[src/rtl/ndn_pkg.sv]
// Shared constants and the arbiter state encoding for the NDN content RAM slice.
package ndn_pkg;
  localparam int NDN_ADDR_W = 10;
  localparam int NDN_BYTE_W = 10;
  localparam int NDN_DATA_W = 8;

  typedef enum logic [1:0] {IDLE, WR, RD} arb_state_t;
endpackage

[src/rtl/content_ram_arbiter_if.sv]
// Burst request/response bus between PIT/FIB/user paths, the arbiter and the content RAM.
// master = requesters plus RAM (drive req/addr/len/data and ram_q); slave = content_ram_arbiter.
interface content_ram_if
  import ndn_pkg::*;
#(
  parameter int ADDR_W = NDN_ADDR_W,
  parameter int BYTE_W = NDN_BYTE_W,
  parameter int DATA_W = NDN_DATA_W
);
  logic              wr_req, wr_valid, wr_gnt, wr_done;
  logic [ADDR_W-1:0] wr_addr;
  logic [BYTE_W-1:0] wr_len;
  logic [DATA_W-1:0] wr_data;
  logic              rd_req, rd_gnt, rd_valid, rd_last, rd_done;
  logic [ADDR_W-1:0] rd_addr;
  logic [BYTE_W-1:0] rd_len;
  logic [DATA_W-1:0] rd_data;
  logic [ADDR_W-1:0] ram_addr;
  logic [BYTE_W-1:0] ram_byte;
  logic              ram_we;
  logic [DATA_W-1:0] ram_data, ram_q;

  modport master (
    output wr_req, wr_addr, wr_len, wr_valid, wr_data, rd_req, rd_addr, rd_len, ram_q,
    input  wr_gnt, wr_done, rd_gnt, rd_valid, rd_data, rd_last, rd_done,
           ram_addr, ram_byte, ram_we, ram_data
  );
  modport slave (
    input  wr_req, wr_addr, wr_len, wr_valid, wr_data, rd_req, rd_addr, rd_len, ram_q,
    output wr_gnt, wr_done, rd_gnt, rd_valid, rd_data, rd_last, rd_done,
           ram_addr, ram_byte, ram_we, ram_data
  );
endinterface

[src/rtl/content_ram_arbiter_rr_arb2.sv]
// Two-way combinational pick: round-robin on ties, or fixed write (a) priority when
// CONTENT_ARB_WR_PRIORITY_EN is defined.
module rr_arb2 (
  input  logic req_a,
  input  logic req_b,
  input  logic last_b,
  output logic gnt_a,
  output logic gnt_b
);
`ifdef CONTENT_ARB_WR_PRIORITY_EN
  logic unused_last_b;
  assign unused_last_b = last_b;
  assign gnt_a = req_a;
  assign gnt_b = req_b & ~req_a;
`else
  // on a tie the side that did not win last time goes next
  assign gnt_a = req_a & (~req_b | last_b);
  assign gnt_b = req_b & (~req_a | ~last_b);
`endif
endmodule

[src/rtl/content_ram_arbiter.sv]
// Shares the single-port content RAM between the PIT write path and the user read-out path
// in whole bursts. CONTENT_ARB_WR_PRIORITY_EN selects fixed write priority on ties.
module content_ram_arbiter
  import ndn_pkg::*;
#(
  parameter int ADDR_W = NDN_ADDR_W,
  parameter int BYTE_W = NDN_BYTE_W,
  parameter int DATA_W = NDN_DATA_W
) (
  input  logic         clk,
  input  logic         rst,
  content_ram_if.slave bus,
  output logic         busy
);
  arb_state_t        state;
  logic [ADDR_W-1:0] addr_q;
  logic [BYTE_W-1:0] len_q, len_m1, byte_cnt;
  logic              last_rd, rd_valid_q, rd_last_q;
  logic              pick_wr, pick_rd, is_last, wr_fire, rd_issue;

  // len 0 encodes 2^BYTE_W, so the wrapped len-1 is all ones
  assign len_m1   = len_q - 1'b1;
  assign is_last  = (byte_cnt == len_m1);
  assign wr_fire  = (state == WR) && bus.wr_req && bus.wr_valid;
  assign rd_issue = (state == RD) && bus.rd_req;

  // A reader holds rd_req through its rd_done cycle, which lands in IDLE; mask it there
  // so the finished burst is not granted a second time.
  rr_arb2 u_arb (
    .req_a (bus.wr_req),
    .req_b (bus.rd_req && !rd_last_q),
    .last_b(last_rd),
    .gnt_a (pick_wr),
    .gnt_b (pick_rd)
  );

  always_ff @(posedge clk) begin
    if (rst) begin
      state      <= IDLE;
      byte_cnt   <= '0;
      last_rd    <= 1'b1;
      addr_q     <= '0;
      len_q      <= '0;
      rd_valid_q <= 1'b0;
      rd_last_q  <= 1'b0;
    end else begin
      rd_valid_q <= rd_issue;
      rd_last_q  <= rd_issue && is_last;
      case (state)
        IDLE: begin
          if (pick_wr || pick_rd) begin
            state    <= pick_wr ? WR : RD;
            addr_q   <= pick_wr ? bus.wr_addr : bus.rd_addr;
            len_q    <= pick_wr ? bus.wr_len : bus.rd_len;
            byte_cnt <= '0;
            last_rd  <= pick_rd;
          end
        end
        WR: begin
          if (!bus.wr_req) state <= IDLE;
          else if (bus.wr_valid) begin
            byte_cnt <= byte_cnt + 1'b1;
            if (is_last) state <= IDLE;
          end
        end
        RD: begin
          if (!bus.rd_req) state <= IDLE;
          else begin
            byte_cnt <= byte_cnt + 1'b1;
            if (is_last) state <= IDLE;
          end
        end
        default: state <= IDLE;
      endcase
    end
  end

  assign busy         = (state != IDLE);
  assign bus.wr_gnt   = (state == WR);
  assign bus.rd_gnt   = (state == RD);
  assign bus.wr_done  = wr_fire && is_last && !rst;
  assign bus.ram_we   = wr_fire && !rst;
  assign bus.ram_addr = busy ? addr_q : {ADDR_W{1'b0}};
  assign bus.ram_byte = busy ? byte_cnt : {BYTE_W{1'b0}};
  assign bus.ram_data = (state == WR) ? bus.wr_data : {DATA_W{1'b0}};
  assign bus.rd_valid = rd_valid_q;
  assign bus.rd_last  = rd_last_q;
  assign bus.rd_done  = rd_last_q;
  assign bus.rd_data  = bus.ram_q;
endmodule

[src/flat_wrapper.sv]
// flat-port wrapper written by rule: the top's interface ports become plain ports
module content_ram_arbiter_flat import ndn_pkg::*;
#(
  parameter int ADDR_W = NDN_ADDR_W,
  parameter int BYTE_W = NDN_BYTE_W,
  parameter int DATA_W = NDN_DATA_W
)
  (clk, rst, busy, bus_wr_req, bus_wr_addr, bus_wr_len, bus_wr_valid, bus_wr_data, bus_rd_req, bus_rd_addr, bus_rd_len, bus_ram_q, bus_wr_gnt, bus_wr_done, bus_rd_gnt, bus_rd_valid, bus_rd_data, bus_rd_last, bus_rd_done, bus_ram_addr, bus_ram_byte, bus_ram_we, bus_ram_data);
  content_ram_if #(.ADDR_W(ADDR_W), .BYTE_W(BYTE_W), .DATA_W(DATA_W)) bus_i ();
  input  logic clk;
  input  logic rst;
  output logic busy;
  input wire logic [$bits(bus_i.wr_req)-1:0] bus_wr_req;
  input wire logic [$bits(bus_i.wr_addr)-1:0] bus_wr_addr;
  input wire logic [$bits(bus_i.wr_len)-1:0] bus_wr_len;
  input wire logic [$bits(bus_i.wr_valid)-1:0] bus_wr_valid;
  input wire logic [$bits(bus_i.wr_data)-1:0] bus_wr_data;
  input wire logic [$bits(bus_i.rd_req)-1:0] bus_rd_req;
  input wire logic [$bits(bus_i.rd_addr)-1:0] bus_rd_addr;
  input wire logic [$bits(bus_i.rd_len)-1:0] bus_rd_len;
  input wire logic [$bits(bus_i.ram_q)-1:0] bus_ram_q;
  output wire logic [$bits(bus_i.wr_gnt)-1:0] bus_wr_gnt;
  output wire logic [$bits(bus_i.wr_done)-1:0] bus_wr_done;
  output wire logic [$bits(bus_i.rd_gnt)-1:0] bus_rd_gnt;
  output wire logic [$bits(bus_i.rd_valid)-1:0] bus_rd_valid;
  output wire logic [$bits(bus_i.rd_data)-1:0] bus_rd_data;
  output wire logic [$bits(bus_i.rd_last)-1:0] bus_rd_last;
  output wire logic [$bits(bus_i.rd_done)-1:0] bus_rd_done;
  output wire logic [$bits(bus_i.ram_addr)-1:0] bus_ram_addr;
  output wire logic [$bits(bus_i.ram_byte)-1:0] bus_ram_byte;
  output wire logic [$bits(bus_i.ram_we)-1:0] bus_ram_we;
  output wire logic [$bits(bus_i.ram_data)-1:0] bus_ram_data;
  assign bus_i.wr_req = bus_wr_req;
  assign bus_i.wr_addr = bus_wr_addr;
  assign bus_i.wr_len = bus_wr_len;
  assign bus_i.wr_valid = bus_wr_valid;
  assign bus_i.wr_data = bus_wr_data;
  assign bus_i.rd_req = bus_rd_req;
  assign bus_i.rd_addr = bus_rd_addr;
  assign bus_i.rd_len = bus_rd_len;
  assign bus_i.ram_q = bus_ram_q;
  assign bus_wr_gnt = bus_i.wr_gnt;
  assign bus_wr_done = bus_i.wr_done;
  assign bus_rd_gnt = bus_i.rd_gnt;
  assign bus_rd_valid = bus_i.rd_valid;
  assign bus_rd_data = bus_i.rd_data;
  assign bus_rd_last = bus_i.rd_last;
  assign bus_rd_done = bus_i.rd_done;
  assign bus_ram_addr = bus_i.ram_addr;
  assign bus_ram_byte = bus_i.ram_byte;
  assign bus_ram_we = bus_i.ram_we;
  assign bus_ram_data = bus_i.ram_data;
  content_ram_arbiter #(.ADDR_W(ADDR_W), .BYTE_W(BYTE_W), .DATA_W(DATA_W)) u_core (.clk(clk), .rst(rst), .bus(bus_i), .busy(busy));
endmodule
[config.mk]
export PLATFORM = sky130hd
export DESIGN_NAME = content_ram_arbiter_flat
export DESIGN_NICKNAME = d
export VERILOG_FILES = /design/src/rtl/ndn_pkg.sv /design/src/rtl/content_ram_arbiter_if.sv /design/src/rtl/content_ram_arbiter_rr_arb2.sv /design/src/rtl/content_ram_arbiter.sv /design/src/flat_wrapper.sv
export SDC_FILE = /design/constraint.sdc
export NUM_CORES = 1
export LEC_CHECK = 0
export CORE_MARGIN = 2
export CORE_UTILIZATION = 40
export CTS_CLUSTER_SIZE = 20
export DETAILED_ROUTE_END_ITERATION = 6
export MAX_ROUTING_LAYER = met4
export PLACE_DENSITY = 0.75
export SYNTH_ARGS = -nofsm -noshare
export SYNTH_HDL_FRONTEND = slang
export SYNTH_HIERARCHICAL = 1
export SYNTH_SLANG_ARGS = --single-unit
[constraint.sdc]
create_clock -name clk -period 3.9 [get_ports clk]
set_clock_uncertainty 0.05 [all_clocks]
set_input_delay 0.78 -clock clk [delete_from_list [all_inputs] [get_ports clk]]
set_output_delay 0.78 -clock clk [all_outputs]
set_load 0.005 [all_outputs]
# Word level (Yosys, flattened, before mapping)
# Index checks and enable logic that the tools add are counted.
totals:
  word_cells: 58
  out_inout_bits: 44
  in_bits: 61
  regBits: 35
classes:
  muxes: 17
  reduce_logical: 17
  n_addsub: 2
  n_bitwise: 7
  n_eq_ne: 8
op_table:
  columns: ["op", "n"]
  rows:
  - ["$mux 10", 8]
  - ["$pmux 10 s3", 1]
  - ["$mux 2", 6]
  - ["$add 10x1->10 const B", 1]
  - ["$eq 10x10->1", 1]
  - ["$sub 10x1->10 const B", 1]
  - ["$logic_and 1x1->1", 8]
  - ["$mux 8", 1]
  - ["$ne 2x2->1 const B", 3]
  - ["$pmux 2 s3", 1]
  - ["$reduce_and 5->1", 1]
  - ["$reduce_and 2->1", 2]
  - ["$ne 3x3->1 const B", 1]
  - ["$not 1->1", 3]
  - ["$reduce_bool 3->1", 1]
  - ["$and 1x1->1", 2]
  - ["$eq 2x1->1 const B", 1]
  - ["$eq 2x2->1 const B", 1]
  - ["$logic_not 1->1", 2]
  - ["$logic_not 2->1", 1]
  - ["$ne 2x1->1 const B", 1]
  - ["$or 1x1->1", 2]
  - ["$reduce_bool 2->1", 1]
  - ["$logic_or 1x1->1", 1]

# Longest topological paths before layout
# Gate-level depths: netlist of run 1.
depth:
  word_depth: 8
  mapped_depth: 9
  depth_no_buf: 7

# Modules after synthesis
# Netlist of run 1, hierarchy kept.
by_module_without_submodules:
  columns: ["mod", "n_inst", "cells_per_inst", "area_per_inst_um2", "seq_area_each_um2"]
  rows:
  - ["content_ram_arbiter", 1, 271, 2260.9, 700.7]
  - ["rr_arb2", 1, 3, 18.8, 0.0]

# Worst setup path after synthesis of run 1
# OpenSTA, ideal clock, no wires.
synth_timing:
  path_kind: "register to output"
  startpoint: "register u_core.len_q[2]"
  endpoint: "output bus_wr_done"
  path_slack_ns: 1.157
  t_arrival_ns: 1.913
  path_stages_with_launch: 6
  required_ns: 3.070
  n_path_buf: 0
  path_cell_list: "dfxtp_1 or3_4 or4_4 a2111oi_4 nand4_1 nor3b_1"
synth_between:
  elab_chain_len: 4
synth_lines:
  columns: ["item", "line_no", "text"]
  rows:
  - ["from (decl)", "content_ram_arbiter.sv:17", "logic [BYTE_W-1:0] len_q, len_m1, byte_cnt;"]
  - ["from (signal assigned)", "content_ram_arbiter.sv:54", "len_q <= pick_wr ? bus.wr_len : bus.rd_len;"]
  - ["$sub 10x1->10", "content_ram_arbiter.sv:22", "assign len_m1 = len_q - 1'b1;"]
  - ["$eq 10x10->1", "content_ram_arbiter.sv:23", "assign is_last = (byte_cnt == len_m1);"]
  - ["$logic_and 1x1->1 (2 in series)", "content_ram_arbiter.sv:81", "assign bus.wr_done = wr_fire && is_last && !rst;"]
  - ["to (decl)", "flat_wrapper.sv:23", "output wire logic [$bits(bus_i.wr_done)-1:0] bus_wr_done;"]
# Every way passes these cells.

# Final worst setup path of run 1
# Ends and elaborated chain as after synthesis.

==> metrics, run 1 <==
DP Area 3180 um^2; CTS Buffer Depth 2; Syn. warnings 6; fin crit share 94.7%; first-pass GRT wire length approximately 8500 um; Final Net Count between 400 and 500; Boundary Pins 105; final worst slack between 0.2 and 0.25 ns; leakage 1.20 nW; FF-to-FF Start u_core/state[0]; DR DRC count 0; Fillers 510; Cells after Synth 274; row cnt 27; critical path's slowest cell clkdlybuf4s50_1; gr ovfl total 0; Slew HR ~37%; Crit. End Element output port; die area 6320 um^2; max layer used met4; Arr. time, crit path 2.86 ns; Worst path top cell family by delay simple AND/OR/NAND/NOR gates; Worst Path Required 3.07 ns; cell depth of the worst setup path 6; Vias 2131; VDD IR-drop max 0.242 mV; critical path startpoint category register; initial antenna violation count 0; RSZ-0062 raised after global routing no; cell breakdown of the critical path or3_4 > or4_4 > a2111oi_4 > nand4_1 > nor3b_1 > clkdlybuf4s50_1; Total GRT Usage between 15 and 20%; core area 5510 um^2; setup tns final 0 ns; worst hold path class register to register; Mapped Area 2280 um^2; met3 routed WL around 430 um; Worst setup startpoint u_core/len_q[2]; GP Congestion 0.820; FF-to-FF End u_core/byte_cnt[1]; DP HPWL 4110 um; layout cells sized above 1 approximately 6.0%; post-CTS setup buffers 0; CTS sink cnt 35; Inserted Diodes 0; largest net degree at the start of global routing 41; Final Hold Viols 0; highest-count cells in the layout ignoring fill and taps clkdlybuf4s50_1, nor2_1, dfxtp_1; largest stage delay on the critical path 0.54 ns; Post-synth EDFFs 0; R2R cell count 7; Crit Path Category register to output port; fin util 59.2%; post-synth top area share 30.7%; Synth Flop Type dfxtp_1; most common cell after layout, fill and taps aside clkdlybuf4s50_1; Worst R2R Setup Slack 1.38 ns; Post-Place Worst Slack 0.506 ns; synthesis-stage register bit count 35; met1 WL 2180 um; initial core utilization around two fifths; Syn Area/Cell 8.32 um^2; Max Slew Vio Count 0; CTS tree yes; Antenna Nets Post-Route 0; Reg clk slew, reported paths 0.07 ns; Die Height 79.5 um; asr flop ratio synth 0%; WP buf/inv 1; Seq/Total Area, Yosys 30.7%; vias in the first global route between 2000 and 2500; DRT iter0 DRCs 48; wire per inst 12.7 um; Area Growth Syn to Fin 43.0%; WL met2 around 2700 um; worst skew pair latency 0.28 ns; top cells by area, synth dfxtp_1, mux2i_1, a211oi_1; max_cap viols 0; via-per-instance ratio 5.06; status finished clean; worst-path fanout max 8; Least-Margin Pin Slew ~0.95 ns; Synth cell types 42; Final Power around 1.1 mW; fmax 271 MHz; CTS Buf Count 5; Post-Syn Nets between 300 and 400; Setup-failing EPs final 0; minimum clock period 3.69 ns; Pwr Density 329 nW/um^2; htree depth 2; DRT Pass-1 Iters 4; dominant cell type by area after synthesis dfxtp_1; Routed WL 5360 um; port bufs between 80 and 90; endpoint of the worst setup timing path bus_wr_done; CTS Root Cell clkbuf_8; Die X around 80 um; Finished Cell Area 3260 um^2
[cell type report]
type,instances,area [um^2],area share [%]
inverters,8,30.0,0.921
well taps,72,90.1,2.76
clock inverters,1,5.00,0.154
repair buffers,93,918,28.2
flip-flops and latches,35,702,21.5
clock buffers,7,76.3,2.34
multi-input cells,205,1440,44.1
[report_power, final]
group	total (mW)	switching (mW)	internal [mW]	leakage, nW
Combinational	0.392	0.187	0.205	0.873
Sequential	0.436	0.0388	0.397	0.288
Clock	0.245	0.120	0.125	0.0422
Total	1.07	0.345	0.727	1.20
[worst min path at each step]
stage | startpoint | endpoint | slack, ns | cells past startpoint
after floorplan | u_core/last_rd | u_core/last_rd | 0.42 | 1
after detailed placement | u_core/addr_q[8] | u_core/addr_q[8] | 0.44 | 2
after global routing | u_core/addr_q[4] | u_core/addr_q[4] | 0.48 | 2
after global placement | u_core/addr_q[0] | u_core/addr_q[0] | 0.43 | 2
after CTS | u_core/addr_q[8] | u_core/addr_q[8] | 0.45 | 2
final | u_core/addr_q[6] | u_core/addr_q[6] | 0.45 | 2
[sequential cells by signal, summed over array words and instances, names as in the netlist]
| register | cells |
|---|---|
| u_core/bus.rd_done | 1 |
| u_core/len_q | 10 |
| u_core/state | 2 |
| u_core/addr_q | 10 |
| u_core/bus.rd_valid | 1 |
| u_core/last_rd | 1 |
| u_core/byte_cnt | 10 |
[tightest hold or removal path: cells and delay by family, from the launching register on]
kind / cells / cell delay, ns
AOI/OAI and AO/OA: 1 / 0.05
DFF: 1 / 0.31
and+or+nand+nor: 1 / 0.09
[per-stage QoR]
step                hold WS (ns)  cells
floorplan                  0.423    274
global placement           0.432    413
detailed placement         0.440    413
CTS                        0.449    421
global route               0.475    421
finish                     0.447    421
[metal layers]
layer | global-route usage, % | up-vias
met1 | 17.9 | 962
met2 | 30.4 | 69
met4 | 5.34 | 0
li1 | - | 1096
met3 | 6.11 | 4
met5 | - | -
[cells by family after synthesis]
kind of cell | synth area share, %
XOR/XNOR | 7.68
buffers and inverters | 7.08
multiplexers | 9.22
adder cells (fa/ha/maj) | 3.29
AO/OA/AOI/OAI | 14.2
AND/OR/NAND/NOR | 27.8
flip-flops | 30.7
[synthesized netlist by cell type (all sizes together), types with 5 or more instances]
cell,instances
ha,6
and2,9
nor2,35
o21ai,5
xnor2,12
dfxtp,35
a211oi,21
nor2b,25
mux2i,21
nand2,12
clkbuf,16
inv,8
buf,10
xor2,8
nand4,9
a21oi,7
[repair_timing]
item,in CTS,in global routing
hold buffers,0,0
endpoints found under the setup margin,0,1
gates resized for setup,0,1
Power figures use the tool's default switching activity.
==> run 2, diff against run 1 <==
--- a/config.mk
+++ b/config.mk
@@ -6,11 +6,11 @@
 export NUM_CORES = 1
 export LEC_CHECK = 0
 export CORE_MARGIN = 2
-export CORE_UTILIZATION = 40
+export CORE_UTILIZATION = 45
 export CTS_CLUSTER_SIZE = 20
 export DETAILED_ROUTE_END_ITERATION = 6
 export MAX_ROUTING_LAYER = met4
-export PLACE_DENSITY = 0.75
+export PLACE_DENSITY = 0.83
 export SYNTH_ARGS = -nofsm -noshare
 export SYNTH_HDL_FRONTEND = slang
 export SYNTH_HIERARCHICAL = 1
==> run 2 against run 1 <==
Effect of this change: clock power shrank 2%; maximum frequency grew 0.81%; combinational power is essentially flat; critical path type unchanged; worst hold slack lost 0.0021 ns; flip-flop and latch count is the same; critical endpoint unchanged; largest power group unchanged; routed wire length shrank 0.90%; global-route usage grew 2.3 points; clock-buffer cell count is the same; register-to-register slack gained 0.02 ns.
==> metrics, run 2 (synthesis gave the netlist of run 1 again) <==
status finished clean; Largest regs u_core/addr_q: 10 flops, u_core/byte_cnt: 10 flops, u_core/len_q: 10 flops; Hold-fix buffers, CTS 0 (unchanged); initial antenna violation count 0 (unchanged); first-pass GRT wire length 8450 um (-0.49%); CTS Buf Count 5 (unchanged); VDD IR-drop max 0.184 mV (-24%); switching part of the total power 32.0% (-0.18 points); Die Height 75.2 um (-5.4%); Area Growth Syn to Fin 42.6%; gr ovfl total 0 (unchanged); combinational power share 36.6% (about the same); CTS Root Cell clkbuf_8; switching power 342 uW (-0.89%); setup tns final 0 ns (unchanged); DRT Pass-1 Iters 4 (unchanged); minimum clock period 3.66 ns (-0.0297 ns); worst-path fanout max 8 (unchanged); row cnt 25 (-7.4%); CTS Buffer Depth 2 (unchanged); Fillers 430 (-16%); fmax 273 MHz (+0.81%); max_cap viols 0 (unchanged); critical path's slowest cell clkdlybuf4s50_1; initial core utilization 47.3% (+5.9 points); Final Net Count 415 (unchanged); fin crit share 94.0% (-0.76 points); Reg clk slew, reported paths 0.06 ns (about the same); die area 5650 um^2 (-11%); Arr. time, crit path 2.83 ns (-0.03 ns); multi-input logic area 1440 um^2 (unchanged); Crit Path Category register to output port; Pwr Density 329 nW/um^2 (-0.12%); DR DRC count 0 (unchanged); Worst Path Required 3.07 ns (about the same); largest stage delay on the critical path 0.53 ns (about the same); htree depth 2 (unchanged); Clock power frac 22.6% (-0.2 points); CTS tree yes; Worst R2R Setup Slack 1.40 ns (+0.02 ns); GP Congestion 0.825 (+0.63%); CTS sink cnt 35 (unchanged); layout cells sized above 1 5.73% (-0.29 points); worst skew pair latency 0.28 ns (about the same); Total GRT Usage 19.5% (+2.3 points); highest-count cells in the layout ignoring fill and taps clkdlybuf4s50_1, dfxtp_1, nor2_1; core area 4820 um^2 (-13%); leakage 1.20 nW (about the same); CTS resizes 0 (unchanged); WP buf/inv 1 (unchanged); Routed WL 5310 um (-0.90%); Worst path top cell family by delay simple AND/OR/NAND/NOR gates; most common cell after layout, fill and taps aside clkdlybuf4s50_1; sequential group share of total power 40.8% (about the same); DRT iter0 DRCs 73 (+52%); port bufs 88 (unchanged); via-per-instance ratio 5.09 (+0.63%); Inserted Diodes 0 (unchanged); Setup-failing EPs final 0 (unchanged); largest net degree at the start of global routing 41 (unchanged); Vias 2119 (-0.56%); fin util 67.5% (+8.3 points); cell internal pwr 726 uW (about the same); post-CTS setup buffers 0 (unchanged); vias in the first global route 1976 (-1.7%); Die X 75.2 um (-5.4%); worst hold path class register to register; RSZ-0062 raised after global routing no; wire per inst 12.8 um (+0.30%); Least-Margin Pin Slew 0.924 ns (-0.0287 ns); critical path startpoint category register; DP HPWL 4120 um (+0.37%); Final Hold Viols 0 (unchanged); cell breakdown of the critical path or3_4 > or4_4 > a2111oi_4 > nand4_1 > nor3b_1 > clkdlybuf4s50_1; Final Power 1.07 mW (-0.35%); Slew HR 38.4% (+1.9 points); Boundary Pins 105 (unchanged); Crit. End Element output port; Max Slew Vio Count 0 (unchanged); Antenna Nets Post-Route 0 (unchanged); FF/Latch Area 701 um^2 (-0.18%)
-- run 2: changes by cell type in the layout (fill, tap and decap cells not counted) --
cell / change
dfxtp_1: +1
dfxtp_2: -1
-- run 2: area by class of cell --
type | count | share of cell area [%]
Inverter | 8 | 0.923
Clock inverter | 1 | 0.154
Clock buffer | 7 | 2.35
Tap cell | 67 | 2.58
Timing Repair Buffer | 93 | 28.2
Multi-Input combinational cell | 205 | 44.2
Sequential cell | 35 | 21.5
-- run 2: tightest hold or removal path: stages, from the launching register on --
cell and delay (ns):
dfxtp_1 0.30, nor2_1 0.09, a211oi_1 0.05
-- run 2: metrics by stage --
step	cell area (um^2)	setup slack, ns	std cells	hold slack [ns]
3_3_place_gp	3170	0.558	408	0.431
3_5_place_dp	3170	0.554	408	0.439
6_report	3250	0.236	416	0.445
4_1_cts	3250	0.232	416	0.447
2_1_floorplan	2280	1.16	274	0.423
5_1_grt	3250	0.109	416	0.474
-- run 2: path summary, 6_finish.rpt --
path / to / start / cells after the start
worst max-delay path: bus_wr_done / u_core/len_q[2] / 6
worst min register to register: u_core/addr_q[8] / u_core/addr_q[8] / 2
worst max register to register: u_core/byte_cnt[4] / u_core/state[0] / 7
worst min-delay path: u_core/addr_q[8] / u_core/addr_q[8] / 2
-- run 2: per-layer routing --
layer / GRT usage, % / part of all wire [%] / vias up
li1: - / - / 1094
met1: 23.3 / 44 / 935
met2: 33.2 / 48 / 84
met3: 4.55 / 6.7 / 6
met4: 5.07 / 1.3 / 0
met5: - / 0 / -
-- run 2: power by group through the flow --
stage,Sequential [mW],Combinational [mW],Clock [mW]
detailed placement,0.444,0.392,0
finish,0.436,0.391,0.241
CTS,0.436,0.393,0.251
global placement,0.441,0.384,0
floorplan,0.430,0.265,0
global route,0.443,0.434,0.260
==> patch 1: new RTL, settings of run 2 <==
Make the reset (`rst`) asynchronous in one clocked block.
--- a/src/rtl/content_ram_arbiter.sv
+++ b/src/rtl/content_ram_arbiter.sv
@@ -34,7 +34,7 @@
     .gnt_b (pick_rd)
   );
 
-  always_ff @(posedge clk) begin
+  always_ff @(posedge clk or posedge rst) begin
     if (rst) begin
       state      <= IDLE;
       byte_cnt   <= '0;
Formal check against the unedited RTL: differs if rst is asserted again (counterexample within 4 cycles, from zero or initial values and one cycle with rst high); with rst held inactive, the same outputs for 10 cycles.
==> patch 1 against run 2 <==
  * Worst setup slack gained 0.11 ns
  * Sequential cell count is the same
  * Area after synthesis up 4.2%
  * Final area is 3.1% higher
  * Sequential share of layout area rose by 4.6 points
  * Global-route usage up 2.0 points
  * Routed wire length rose by 4.8%
Power is not compared: it rests on default switching activity, and its combinational part moved more than twofold at a synthesized area within 25%.
==> patch 1: results (changes against run 2) <==
reg2reg setup slack=1.34 ns (-0.06 ns); share of synthesized cell area in full adder, half adder and majority cells=3.16% (-0.13 points); number of unique standard cell types used by synthesis=49 (+17%); total routing usage reported by global routing=21.5% (+2.0 points); Iter 0 DRT Violations=114 (+56%); power consumed by combinational cells=1.07 mW; number of inserted filler cells in the final layout=465 (+8.1%); peak supply drop=384 uV; total wirelength of the detailed-routed design=5570 microns (+4.8%); Worst Path Max Fanout=7 (-1); cell depth of the worst flop-to-flop path=8 (+1); transition time of the tightest slew-check pin=1.01 ns (+0.0851 ns); Most used DFF post-synth=sky130_fd_sc_hd__dfrtp_1; synth top area cells=sky130_fd_sc_hd__dfrtp_1 (36%), sky130_fd_sc_hd__mux2i_1 (8.8%), sky130_fd_sc_hd__nand2_1 (6.5%); compound-gate portion of the synthesized area=15.8% (+1.6 points); post-placement cell area=3270 sq um (+3.0%); overall power of the completed layout=1.95 mW; DP Cell Count=411 (+0.74%); post-synthesis sequential area ratio=36.9% (+6.2 points); HPWL after detailed placement=4370 microns (+6.1%); global-route wire length before repair=10200 microns (+20%); fraction of synthesized cell area in xor and xnor cells=3.69% (-4.0 points); maximum single-stage delay on the critical path=0.57 ns (+0.04 ns); endpoint arrival time on the critical path=2.73 ns (-0.10 ns); WL per Instance=13.3 microns (+4.3%); Post-Place Worst Slack=0.641 ns (+0.0871 ns); via count=2217 (+4.6%); list of most frequent post-synthesis cells=sky130_fd_sc_hd__nand2_1 (41), sky130_fd_sc_hd__dfrtp_1 (34), sky130_fd_sc_hd__o21ai_0 (24), sky130_fd_sc_hd__nor2b_1 (23), sky130_fd_sc_hd__mux2i_1 (21); mux share of post-synthesis cell area=8.85% (-0.37 points); status=finished, final reports clean; final core utilization=65.7% (-1.9 points); peak clock frequency supported by timing=281 MHz (+3.0%); Synth Area per Inst=8.67 sq um (+4.2%); launch point of the worst reg-to-reg path=u_core/state[0]; RD Place Congestion=0.825 (about the same); Internal=1.17 mW; worst flop-to-flop path endpoint=u_core/state[1]; critical path launch point=u_core/len_q[2]
-- patch 1: cell count changes after synthesis, moves of 5 or more --
cell and delta:
sky130_fd_sc_hd__nand2_1 +29, sky130_fd_sc_hd__dfxtp_1 -35, sky130_fd_sc_hd__xnor2_1 -6, sky130_fd_sc_hd__o31ai_1 +5, sky130_fd_sc_hd__o21ai_0 +19, sky130_fd_sc_hd__nor2_1 -30
sky130_fd_sc_hd__nand4_1 -5, sky130_fd_sc_hd__nand3_1 +5, sky130_fd_sc_hd__dfrtp_1 +34, sky130_fd_sc_hd__a211oi_1 -21
-- patch 1: cell type report --
type | count | area share (%)
Sequential cell | 35 | 26.2
Inverter | 8 | 0.896
Multi-Input combinational cell | 205 | 40.3
Clock buffer | 6 | 2.46
Clock inverter | 1 | 0.149
Timing Repair Buffer | 93 | 27.4
Tap cell | 70 | 2.61
-- patch 1: how the worst min path moves through the flow --
stage	end	slack, ns	startpoint	cells past startpoint
CTS	u_core/addr_q[6]	0.43	u_core/addr_q[6]	2
finish	u_core/addr_q[6]	0.43	u_core/addr_q[6]	2
floorplan	u_core/addr_q[0]	0.39	u_core/addr_q[0]	2
global route	u_core/addr_q[6]	0.45	u_core/addr_q[6]	2
detailed placement	u_core/addr_q[6]	0.41	u_core/addr_q[6]	2
global placement	u_core/addr_q[2]	0.40	u_core/addr_q[2]	2
-- patch 1: metal layers --
layer	part of all wire [%]	routed length, microns	track usage, %	vias to the layer above
met5	0	0	-	-
met4	2.2	123	8.36	0
met3	8.5	473	6.94	12
met2	49	2740	33.9	98
met1	40	2230	25.6	1019
li1	-	-	-	1088
-- patch 1: cells by family after synthesis --
group	after synthesis
and+or+nand+nor	110
AOI/OAI and AO/OA	58
DFF	35
buffers and inverters	34
muxes	21
xor gates and xnor gates	10
adders and majority gates	6
==> patch 2: new RTL, settings of run 2 <==
Without the edit above. `NDN_BYTE_W`: 10 -> 14.
--- a/src/rtl/ndn_pkg.sv
+++ b/src/rtl/ndn_pkg.sv
@@ -1,7 +1,7 @@
 // Shared constants and the arbiter state encoding for the NDN content RAM slice.
 package ndn_pkg;
   localparam int NDN_ADDR_W = 10;
-  localparam int NDN_BYTE_W = 10;
+  localparam int NDN_BYTE_W = 14;
   localparam int NDN_DATA_W = 8;
 
   typedef enum logic [1:0] {IDLE, WR, RD} arb_state_t;
Ports: changed (resized bus_ram_byte, bus_rd_len and bus_wr_len); port bits go from 105 to 117. The function was not compared with the original's and may differ.
==> patch 2 against run 2 <==
  * Worst setup slack improved by 0.026 ns
  * Area after synthesis increased by 22%
  * Sequential power is 34% higher
  * Power grew 46%
  * Maximum frequency increased by 0.71%
  * Routed wire length grew 25%
  * Final area is 19% higher
  * Sequential cell count rose by 8
  * Clock power rose by 39%
  * Sequential share of layout area rose by 0.64 points
  * Largest cell class unchanged
  * Largest power group is now combinational cells
==> patch 2: results (changes against run 2) <==
number of vias per cell=5.27 (+3.5%); net count after synthesis=403 (+18%); number of inserted filler cells in the final layout=526 (+22%); RD Place Congestion=0.881 (+6.9%); list of most frequent post-synthesis cells=sky130_fd_sc_hd__nor2_1 (46), sky130_fd_sc_hd__dfxtp_1 (43), sky130_fd_sc_hd__mux2i_1 (26), sky130_fd_sc_hd__a211oi_1 (24), sky130_fd_sc_hd__nor2b_1 (22); switching part of the total=34.4% (+2.4 points); WL per Instance=13.8 microns (+7.8%); global-route wire length before repair=11100 microns (+32%); peak supply drop=307 uV (+67%); Pleak=1.51 nW (+26%); Worst Path Max Fanout=6 (-2); Total Nets Final=484 (+17%); share of final-layout standard cells stronger than drive strength 1=7.58% (+1.8 points); status=finished, final reports clean; post-placement cell area=3770 sq um (+19%); pin count of the biggest net entering global routing=49 (+20%); Largest regs=u_core/byte_cnt (14), u_core/len_q (14), u_core/addr_q (10); CTS clk-pin slew, worst paths=0.08 ns (+0.02 ns); quantity of I/O buffers inserted on ports=100 (+14%); via count=2552 (+20%); number of unique standard cell types used by synthesis=53 (+26%); transition time of the tightest slew-check pin=0.990 ns (+0.0660 ns); post-synthesis sequential area ratio=30.9% (+0.12 points); total routing usage reported by global routing=21.5% (+1.9 points); Synth Area per Inst=8.51 sq um (+2.2%); synth top area cells=sky130_fd_sc_hd__dfxtp_1 (31%), sky130_fd_sc_hd__mux2i_1 (9.3%), sky130_fd_sc_hd__a211oi_1 (6.5%); number of global-route vias before repair=2429 (+23%); Iter 0 DRT Violations=166 (+130%)
-- patch 2: cell families after synthesis --
| group | count (synthesis) | share of synthesized area, % |
|---|---|---|
| xor+xnor | 26 | 8.16 |
| simple gates | 133 | 27.0 |
| fa+ha+maj | 6 | 2.69 |
| flops | 43 | 30.9 |
| mux | 26 | 9.33 |
| buf+inv | 38 | 6.82 |
| compound gates | 56 | 15.2 |
-- patch 2: final cells by class --
| class | instances | area [sq um] | share of cell area (%) |
|---|---|---|---|
| clock buffers | 5 | 68.8 | 1.77 |
| clock inverters | 2 | 37.5 | 0.967 |
| inverters | 8 | 30.0 | 0.774 |
| multi-input cells | 247 | 1760 | 45.3 |
| flip-flops and latches | 43 | 861 | 22.2 |
| well taps | 75 | 93.8 | 2.42 |
| repair buffers | 104 | 1030 | 26.6 |
-- patch 2: worst max-delay path, cell delays in order (launching register included) --
cell	delay, ns
sky130_fd_sc_hd__dfxtp_1	0.35
sky130_fd_sc_hd__inv_1	0.07
sky130_fd_sc_hd__ha_1	0.25
sky130_fd_sc_hd__or4b_4	0.50
sky130_fd_sc_hd__a211o_1	0.24
sky130_fd_sc_hd__a21oi_1	0.12
sky130_fd_sc_hd__o22a_1	0.16
sky130_fd_sc_hd__nand4_2	0.13
sky130_fd_sc_hd__nor4_2	0.17
sky130_fd_sc_hd__clkdlybuf4s50_1	0.54
-- patch 2: routing by layer --
| metal | part of all wire [%] | routed length, microns | GRT usage, % |
|---|---|---|---|
| met5 | 0 | 0 | - |
| met4 | 0.17 | 11 | 2.46 |
| met3 | 4.7 | 314 | 5.00 |
| met2 | 49 | 3240 | 35.9 |
| met1 | 46 | 3090 | 27.4 |
-- patch 2: worst paths after layout --
| path | startpoint | end | slack (ns) | depth (start not counted) |
|---|---|---|---|---|
| worst max-delay path | u_core/len_q[0] | bus_wr_done | 0.26 | 9 |
| worst min-delay path | u_core/addr_q[8] | u_core/addr_q[8] | 0.45 | 2 |
| worst max register to register | u_core/state[0] | u_core/state[0] | 1.26 | 6 |
| worst min register to register | u_core/addr_q[8] | u_core/addr_q[8] | 0.45 | 2 |
-- patch 2: through the flow --
step	util (%)	setup WS (ns)
after detailed placement	63.4	0.475
after floorplan	-	1.15
after CTS	65.1	0.229
final	65.1	0.261
after global placement	63.4	0.590
after global routing	65.1	0.0906
-- patch 2: power groups by stage --
stage               Clock (mW)  Sequential (mW)  Combinational, mW
floorplan                    0            0.566              0.460
global placement             0            0.589              0.626
detailed placement           0            0.595              0.638
CTS                      0.341            0.585              0.644
global route             0.358            0.597              0.714
finish                   0.336            0.585              0.640
